<file path="src/rtl/midi_voice_env.sv">
// Per-voice ADSR envelope: detects note-on/off from held MIDI registers and
// steps a five-state envelope at a fixed tick rate, with velocity-scaled amplitude.
module midi_voice_env #(
    parameter int unsigned CLK_HZ        = 50_000_000,
    parameter int unsigned TICK_HZ       = 48_000,
    parameter logic [15:0] ATTACK_STEP   = 16'h0100,
    parameter logic [15:0] DECAY_STEP    = 16'h0040,
    parameter logic [15:0] SUSTAIN_LEVEL = 16'hC000,
    parameter logic [15:0] RELEASE_STEP  = 16'h0020
) (
    input  logic        clk_50m,
    input  logic        rst_n,
    input  logic [7:0]  midi_note,
    input  logic [7:0]  velocity,
    output logic [6:0]  note_out,
    output logic        gate,
    output logic [2:0]  env_state,
    output logic [15:0] env_level,
    output logic [15:0] amp_out
);

    localparam int unsigned DIV   = CLK_HZ / TICK_HZ;
    localparam int unsigned CNT_W = (DIV > 1) ? $clog2(DIV) : 1;

    typedef enum logic [2:0] {
        ST_IDLE    = 3'd0,
        ST_ATTACK  = 3'd1,
        ST_DECAY   = 3'd2,
        ST_SUSTAIN = 3'd3,
        ST_RELEASE = 3'd4
    } state_t;

    state_t           state_q;
    state_t           state_d;
    logic [CNT_W-1:0] cnt_q;
    logic [6:0]       prev_note_q;
    logic [7:0]       prev_vel_q;
    logic [6:0]       vel_lat_q;

    logic [15:0]      level_d;
    logic             gate_d;
    logic [6:0]       note_d;
    logic [6:0]       vel_lat_d;

    logic             tick;
    logic             note_on;
    logic             note_off;
    logic [16:0]      attack_sum;
    logic [16:0]      decay_floor;
    logic             unused_note_msb;

    assign unused_note_msb = midi_note[7];

    assign tick     = (cnt_q == CNT_W'(DIV - 1));
    assign note_on  = (velocity != 8'd0) &&
                      ((prev_vel_q == 8'd0) || (midi_note[6:0] != prev_note_q));
    assign note_off = (velocity == 8'd0) && (prev_vel_q != 8'd0);

    assign attack_sum  = {1'b0, env_level} + {1'b0, ATTACK_STEP};
    assign decay_floor = {1'b0, SUSTAIN_LEVEL} + {1'b0, DECAY_STEP};

    assign env_state = state_q;

    // Next-state and envelope update; events pre-empt a coincident tick.
    always_comb begin
        state_d   = state_q;
        level_d   = env_level;
        gate_d    = gate;
        note_d    = note_out;
        vel_lat_d = vel_lat_q;

        if (note_on) begin
            note_d    = midi_note[6:0];
            vel_lat_d = velocity[6:0];
            gate_d    = 1'b1;
            state_d   = ST_ATTACK;
        end else if (note_off) begin
            gate_d = 1'b0;
            if (state_q == ST_ATTACK || state_q == ST_DECAY || state_q == ST_SUSTAIN) begin
                state_d = ST_RELEASE;
            end
        end else if (tick) begin
            case (state_q)
                ST_IDLE: begin
                    level_d = 16'h0000;
                end
                ST_ATTACK: begin
                    if (attack_sum >= 17'h0FFFF) begin
                        level_d = 16'hFFFF;
                        state_d = ST_DECAY;
                    end else begin
                        level_d = attack_sum[15:0];
                    end
                end
                ST_DECAY: begin
                    if ({1'b0, env_level} <= decay_floor) begin
                        level_d = SUSTAIN_LEVEL;
                        state_d = ST_SUSTAIN;
                    end else begin
                        level_d = env_level - DECAY_STEP;
                    end
                end
                ST_SUSTAIN: begin
                    level_d = env_level;
                end
                ST_RELEASE: begin
                    if (env_level <= RELEASE_STEP) begin
                        level_d = 16'h0000;
                        state_d = ST_IDLE;
                    end else begin
                        level_d = env_level - RELEASE_STEP;
                    end
                end
                default: begin
                    level_d = 16'h0000;
                    state_d = ST_IDLE;
                end
            endcase
        end
    end

    // State, envelope, event history and tick counter registers.
    always_ff @(posedge clk_50m) begin
        if (!rst_n) begin
            state_q     <= ST_IDLE;
            cnt_q       <= '0;
            prev_note_q <= 7'd0;
            prev_vel_q  <= 8'd0;
            vel_lat_q   <= 7'd0;
            note_out    <= 7'd0;
            gate        <= 1'b0;
            env_level   <= 16'h0000;
            amp_out     <= 16'h0000;
        end else begin
            state_q     <= state_d;
            cnt_q       <= tick ? '0 : cnt_q + CNT_W'(1);
            prev_note_q <= midi_note[6:0];
            prev_vel_q  <= velocity;
            vel_lat_q   <= vel_lat_d;
            note_out    <= note_d;
            gate        <= gate_d;
            env_level   <= level_d;
            amp_out     <= 16'((23'(env_level) * 23'(vel_lat_q)) >> 7);
        end
    end

endmodule

</file>
<file path="config.mk">
export PLATFORM = sky130hd
export DESIGN_NAME = midi_voice_env
export DESIGN_NICKNAME = d
export VERILOG_FILES = /design/src/rtl/midi_voice_env.sv
export SDC_FILE = /design/constraint.sdc
export NUM_CORES = 1
export LEC_CHECK = 0
export BUFFER_PORTS_ARGS = -buffer_cell sky130_fd_sc_hd__buf_2
export CAP_MARGIN = 20
export CORE_MARGIN = 2
export CORE_UTILIZATION = 33
export CTS_CLUSTER_DIAMETER = 80
export DETAILED_ROUTE_END_ITERATION = 8
export GPL_TIMING_DRIVEN = 0
export HOLD_SLACK_MARGIN = 0.03
export MAX_ROUTING_LAYER = met4
export SETUP_SLACK_MARGIN = 0.3
export SLEW_MARGIN = 20
export SYNTH_ARGS = -nofsm -noshare
export SYNTH_HDL_FRONTEND = slang
export SYNTH_SLANG_ARGS = --single-unit
</file>
<file path="constraint.sdc">
create_clock -name clk_50m -period 7.4 [get_ports clk_50m]
set_clock_uncertainty 0.1 [all_clocks]
set_input_delay 1.11 -clock clk_50m [delete_from_list [all_inputs] [get_ports clk_50m]]
set_output_delay 1.11 -clock clk_50m [all_outputs]
set_load 0.03 [all_outputs]
</file>
After elaboration in Yosys (flattened, before gate mapping)
Cells that the tools add are included.
{"block": "word_totals", "input_bits": 18, "ff_bits": 76, "out_inout_bits": 43}
{"block": "classes", "n_mux": 14, "n_eq_ne": 16, "n_mul": 1, "bitwise_logic": 4, "magnitude_cmp": 3, "addsub": 4, "reduce_logical": 19}
{"cell": "$pmux W16 S4", "count": 1}
{"cell": "$mux W16", "count": 3}
{"cell": "$mul A16 B7 Y23", "count": 1}
{"cell": "$mux W3", "count": 6}
{"cell": "$add A16 B9 Y17 const B", "count": 1}
{"cell": "$ge A17 B16 Y1 const B", "count": 1}
{"cell": "$le A16 B16 Y1 const B", "count": 1}
{"cell": "$le A16 B6 Y1 const B", "count": 1}
{"cell": "$logic_not A8 Y1", "count": 2}
{"cell": "$reduce_bool A8 Y1", "count": 2}
{"cell": "$sub A16 B6 Y16 const B", "count": 1}
{"cell": "$sub A16 B7 Y16 const B", "count": 1}
{"cell": "$pmux W3 S4", "count": 1}
{"cell": "$reduce_and A6 Y1", "count": 2}
{"cell": "$add A11 B1 Y11 const B", "count": 1}
{"cell": "$eq A11 B11 Y1 const B", "count": 1}
{"cell": "$ne A3 B2 Y1 const B", "count": 3}
{"cell": "$ne A4 B3 Y1 const B", "count": 2}
{"cell": "$ne A7 B7 Y1", "count": 1}
{"cell": "$eq A3 B2 Y1 const B", "count": 2}
{"cell": "$reduce_or A2 Y1", "count": 3}
{"cell": "$ne A2 B1 Y1 const B", "count": 2}
{"cell": "$ne A4 B4 Y1 const B", "count": 1}
{"cell": "$not A1 Y1", "count": 4}
{"cell": "other kinds (11)", "count": 17}

Logic depth before layout (Yosys ltp)
{"block": "logic_depth", "depth_word": 7, "depth_mapped": 20, "depth_no_buf": 19}

Worst setup path after synthesis
Ideal clock, no wire load.
{"block": "synth_path", "path_type": "reg-to-reg", "startpoint": "register env_level[13]", "endpoint": "register amp_out[15]", "required_ps": 7228, "setup_slack_ps": 2201, "synth_period_minus_slack_ps": 5199, "arrival_ps": 5028, "n_path_buf": 2, "setup_time_ps": 72, "stages_incl_launch_ff": 19, "cell_sequence": "dfxtp_1 clkbuf_1 clkbuf_1 nand2_1 fa_1 fa_1 inv_1 fa_1 inv_1 fa_1 inv_1 ha_1 a21o_1 a21o_1 a21oi_1 o211ai_1 o311a_1 a21oi_1 mux2i_1"}
{"block": "synth_via", "elab_chain_cells": 1}
{"item": "start: declaration", "line": "18", "text": "output logic [15:0] env_level,"}
{"item": "start signal: assignment", "line": "142", "text": "env_level <= level_d;"}
{"item": "$mul A16 B7 Y23", "line": "143", "text": "amp_out <= 16'((23'(env_level) * 23'(vel_lat_q)) >> 7);"}
{"item": "end signal: assignment", "line": "143"}
{"item": "end: declaration", "line": "19", "text": "output logic [15:0] amp_out"}
Every way passes these cells.
A chain may end at the register's enable or synchronous reset.

Final worst setup path
{"block": "layout_path", "startpoint": "register env_level[3]", "endpoint": "register amp_out[15]"}
Same word-level chain as after synthesis.

==> results.json <==
{
  "cts_hold_buf": 0,
  "crit_fanout": 10,
  "critPathArrivalTime_ns": 6.03,
  "io_pins": 61,
  "rrSetupSlack_ns": 1.55,
  "p_clk_share_pct": 49.2,
  "antenna_found_initial": 0,
  "hold_end": "gate$_SDFFE_PN0N_",
  "cts_tree": "done",
  "netlist_area_um2": 6610,
  "synth_seq_cells": 72,
  "drtAntennaViolNets": 0,
  "cts_sinks": 72,
  "period_minus_slack_ns": 5.85,
  "htree_levels": 3,
  "grt_pass1_vias": 5491,
  "cts_root_buf": "clkbuf_16",
  "dieArea_um2": 21200,
  "required_ns": 7.57,
  "multi_input_area_um2": 4560,
  "yosys.area.top_type": "dfxtp_1",
  "vias": 5522,
  "yosysSeqAreaShare_pct": 21.8,
  "rsz0062_at_grt": "no",
  "die_width_um": 146,
  "yosysWarnings": 0,
  "cap_violations": 0,
  "drtPass1Iterations": 5,
  "place_ws_ns": 1.57,
  "synth_most_common_cell": "inv_1",
  "holdPathStages": 2,
  "status": "finished clean",
  "worst_slack_ns": 1.55,
  "initial_core_util_pct": 33.8,
  "post_route_cells_drive_above_1_share_pct": 12.9,
  "hold_class": "reg2reg",
  "slew_headroom_pct": 47.4,
  "clk_pin_slew_ns": 0.06,
  "grt_pass1_wl_mm": 27.8,
  "crit_path_start": "env_level[3]$_SDFFE_PN0P_",
  "whs_ns": 0.366,
  "worstMarginPinSlew_ns": 0.789,
  "initialDrtViolationCount": 372,
  "p_leak_nw": 3.83,
  "synth_edf_count": 0,
  "max_freq_ghz": 0.171,
  "fill_cells": 2062,
  "ff_latch_area_um2": 1440,
  "synth_ff_type": "dfxtp_1",
  "place_hpwl_mm": 12.8,
  "core_um2": 19500,
  "finalSetupTns_ns": 0,
  "place_congestion": 0.899,
  "synth_top_area_share_pct": 21.8,
  "drc_errors": 0,
  "via_per_inst": 4.92,
  "synthDistinctLibCells": 79,
  "drt-total-wl_mm": 16.5,
  "synth_area_leaders": "dfxtp_1, fa_1, ha_1",
  "n_antenna_cell": 0,
  "cp-end-kind": "register",
  "synthArstFlopShare_pct": 0,
  "peakVddDrop_mv": 0.104,
  "crit_path_frequent_cell": "fa_1",
  "avgSynthCellArea_um2": 8.43,
  "grt_usage_pct": 16.7,
  "final_nets": 983,
  "cts_setup_buffers": 0,
  "power_density_nw_per_um2": 122,
  "p_comb_share_pct": 6.8,
  "clock_latency_ns": 0.35,
  "crit_type": "reg2reg",
  "clk_path_buf_depth": 2,
  "crit_buf_inv": 5,
  "synth_nets": 914,
  "port_buffers": 58,
  "rows": 51,
  "final_hold_viol_count": 0,
  "netSwitchingPower_mw": 0.238,
  "cts-resized-gates": 0,
  "area_growth_pct": 14.0,
  "overflow": 0,
  "fp.dieH_um": 146,
  "swShare_pct": 25.9,
  "drv_slew": 0,
  "synthCells": 784,
  "path_cells": "clkbuf_1, clkbuf_1, nand2_1, inv_1, fa_1, inv_1, fa_1, inv_1, fa_1, fa_1, ha_1, a21oi_1, o21ai_1, o41ai_2, o211ai_1, o311a_1, a21oi_1, mux2i_1",
  "final_cell_area_um2": 7540,
  "cts_buffers": 9,
  "cp-start-kind": "register",
  "r2r-end": "amp_out[15]$_SDFF_PN0_",
  "r2r-start": "env_level[3]$_SDFFE_PN0P_",
  "pwr-share-seq_pct": 44.1,
  "setup_violations": 0,
  "worstRegToRegCells": 18,
  "cp_top_family": "adder cells",
  "routedWlPerCell_um": 14.7,
  "grt_start_max_net_pins": 15,
  "slowest_delay_ns": 0.51,
  "critPathSlowestCell": "o41ai_2",
  "post-route-period-util_pct": 79.1,
  "post_dp_cell_area_um2": 7230,
  "min_from": "gate$_SDFFE_PN0N_",
  "synthTopCellsByCount": "inv_1, nand2_1, dfxtp_1",
  "intPower_mw": 0.682
}
## state kept, by name (all words and copies together) (netlist names)
| signal | count |
|---|---|
| amp_out | 16 |
| env_level | 12 |
| cnt_q | 11 |
| prev_vel_q | 8 |
| note_out | 7 |
| prev_note_q | 7 |
| vel_lat_q | 7 |
| env_state | 3 |
| gate | 1 |
## worst reg2reg max path: stages, from the launching register on
cell	delay [ns]
dfxtp_1	0.47
clkbuf_1	0.40
clkbuf_1	0.38
nand2_1	0.21
inv_1	0.13
fa_1	0.38
inv_1	0.07
fa_1	0.40
inv_1	0.09
fa_1	0.44
fa_1	0.50
ha_1	0.31
a21oi_1	0.15
o21ai_1	0.13
o41ai_2	0.51
o211ai_1	0.30
o311a_1	0.41
a21oi_1	0.20
mux2i_1	0.21
## stage by stage
step,utilization [%],total power [mW],instances
after global placement,37.0,0.476,1107
after global routing,38.6,0.956,1123
after floorplan,-,0.452,784
final,38.6,0.921,1123
after detailed placement,37.0,0.477,1107
after CTS,38.6,0.938,1123
## layer usage
metal	share of wire, %	GRT usage (%)	up-vias
met5	0	-	-
met4	1.9	5.64	0
met3	5.7	3.48	22
met2	46	25.5	163
met1	47	22.1	2629
li1	-	-	2708
## cell type report
| type | instances | share of cell area (%) |
|---|---|---|
| buffer | 48 | 2.89 |
| clock buffer | 9 | 2.99 |
| clock inverter | 7 | 1.06 |
| inverter | 104 | 5.18 |
| multi-input combinational | 560 | 60.5 |
| sequential | 72 | 19.1 |
| tap | 265 | 4.40 |
| timing repair buffer | 58 | 3.85 |
## worst max-delay path by stage
stage	end	slack (ns)	depth (start not counted)
CTS	amp_out[15]$_SDFF_PN0_	1.53	18
detailed placement	amp_out[15]$_SDFF_PN0_	1.57	18
global placement	amp_out[15]$_SDFF_PN0_	1.56	18
global route	amp_out[15]$_SDFF_PN0_	1.12	18
floorplan	amp_out[15]$_SDFF_PN0_	2.20	18
finish	amp_out[15]$_SDFF_PN0_	1.55	18
## logic make-up (layout without fill, tap and decap cells)
kind of cell               Yosys count  in the layout  share of synthesized area [%]
AOI/OAI and AO/OA                  136            136                           14.3
adders and majority gates          112            112                           27.8
muxes                                4              4                          0.625
xor gates and xnor gates            42             42                           5.57
buffers and inverters              152            226                           9.20
DFF                                 72             72                           21.8
and+or+nand+nor                    266            266                           20.7
## power by group through the flow
| stage | clock, mW | combinational, mW | sequential (mW) |
|---|---|---|---|
| 2_1_floorplan | 0 | 0.0335 | 0.418 |
| 3_3_place_gp | 0 | 0.0620 | 0.414 |
| 3_5_place_dp | 0 | 0.0624 | 0.414 |
| 4_1_cts | 0.470 | 0.0627 | 0.406 |
| 5_1_grt | 0.480 | 0.0696 | 0.407 |
| 6_report | 0.453 | 0.0623 | 0.406 |
## layout by cell type (no fill, tap or decap), types with 19 or more instances in the layout
| cell | Yosys | layout |
|---|---|---|
| nand2_1 | 75 | 75 |
| a21oi_1 | 45 | 45 |
| nor2_1 | 51 | 51 |
| xor2_1 | 23 | 23 |
| and2_1 | 60 | 60 |
| ha_1 | 54 | 54 |
| dfxtp_1 | 72 | 72 |
| inv_1 | 104 | 104 |
| buf_2 | 5 | 63 |
| nand3_1 | 23 | 23 |
| clkbuf_1 | 34 | 34 |
| fa_1 | 58 | 58 |
| xnor2_1 | 19 | 19 |
No activity file was read; power rests on OpenSTA's default activity.
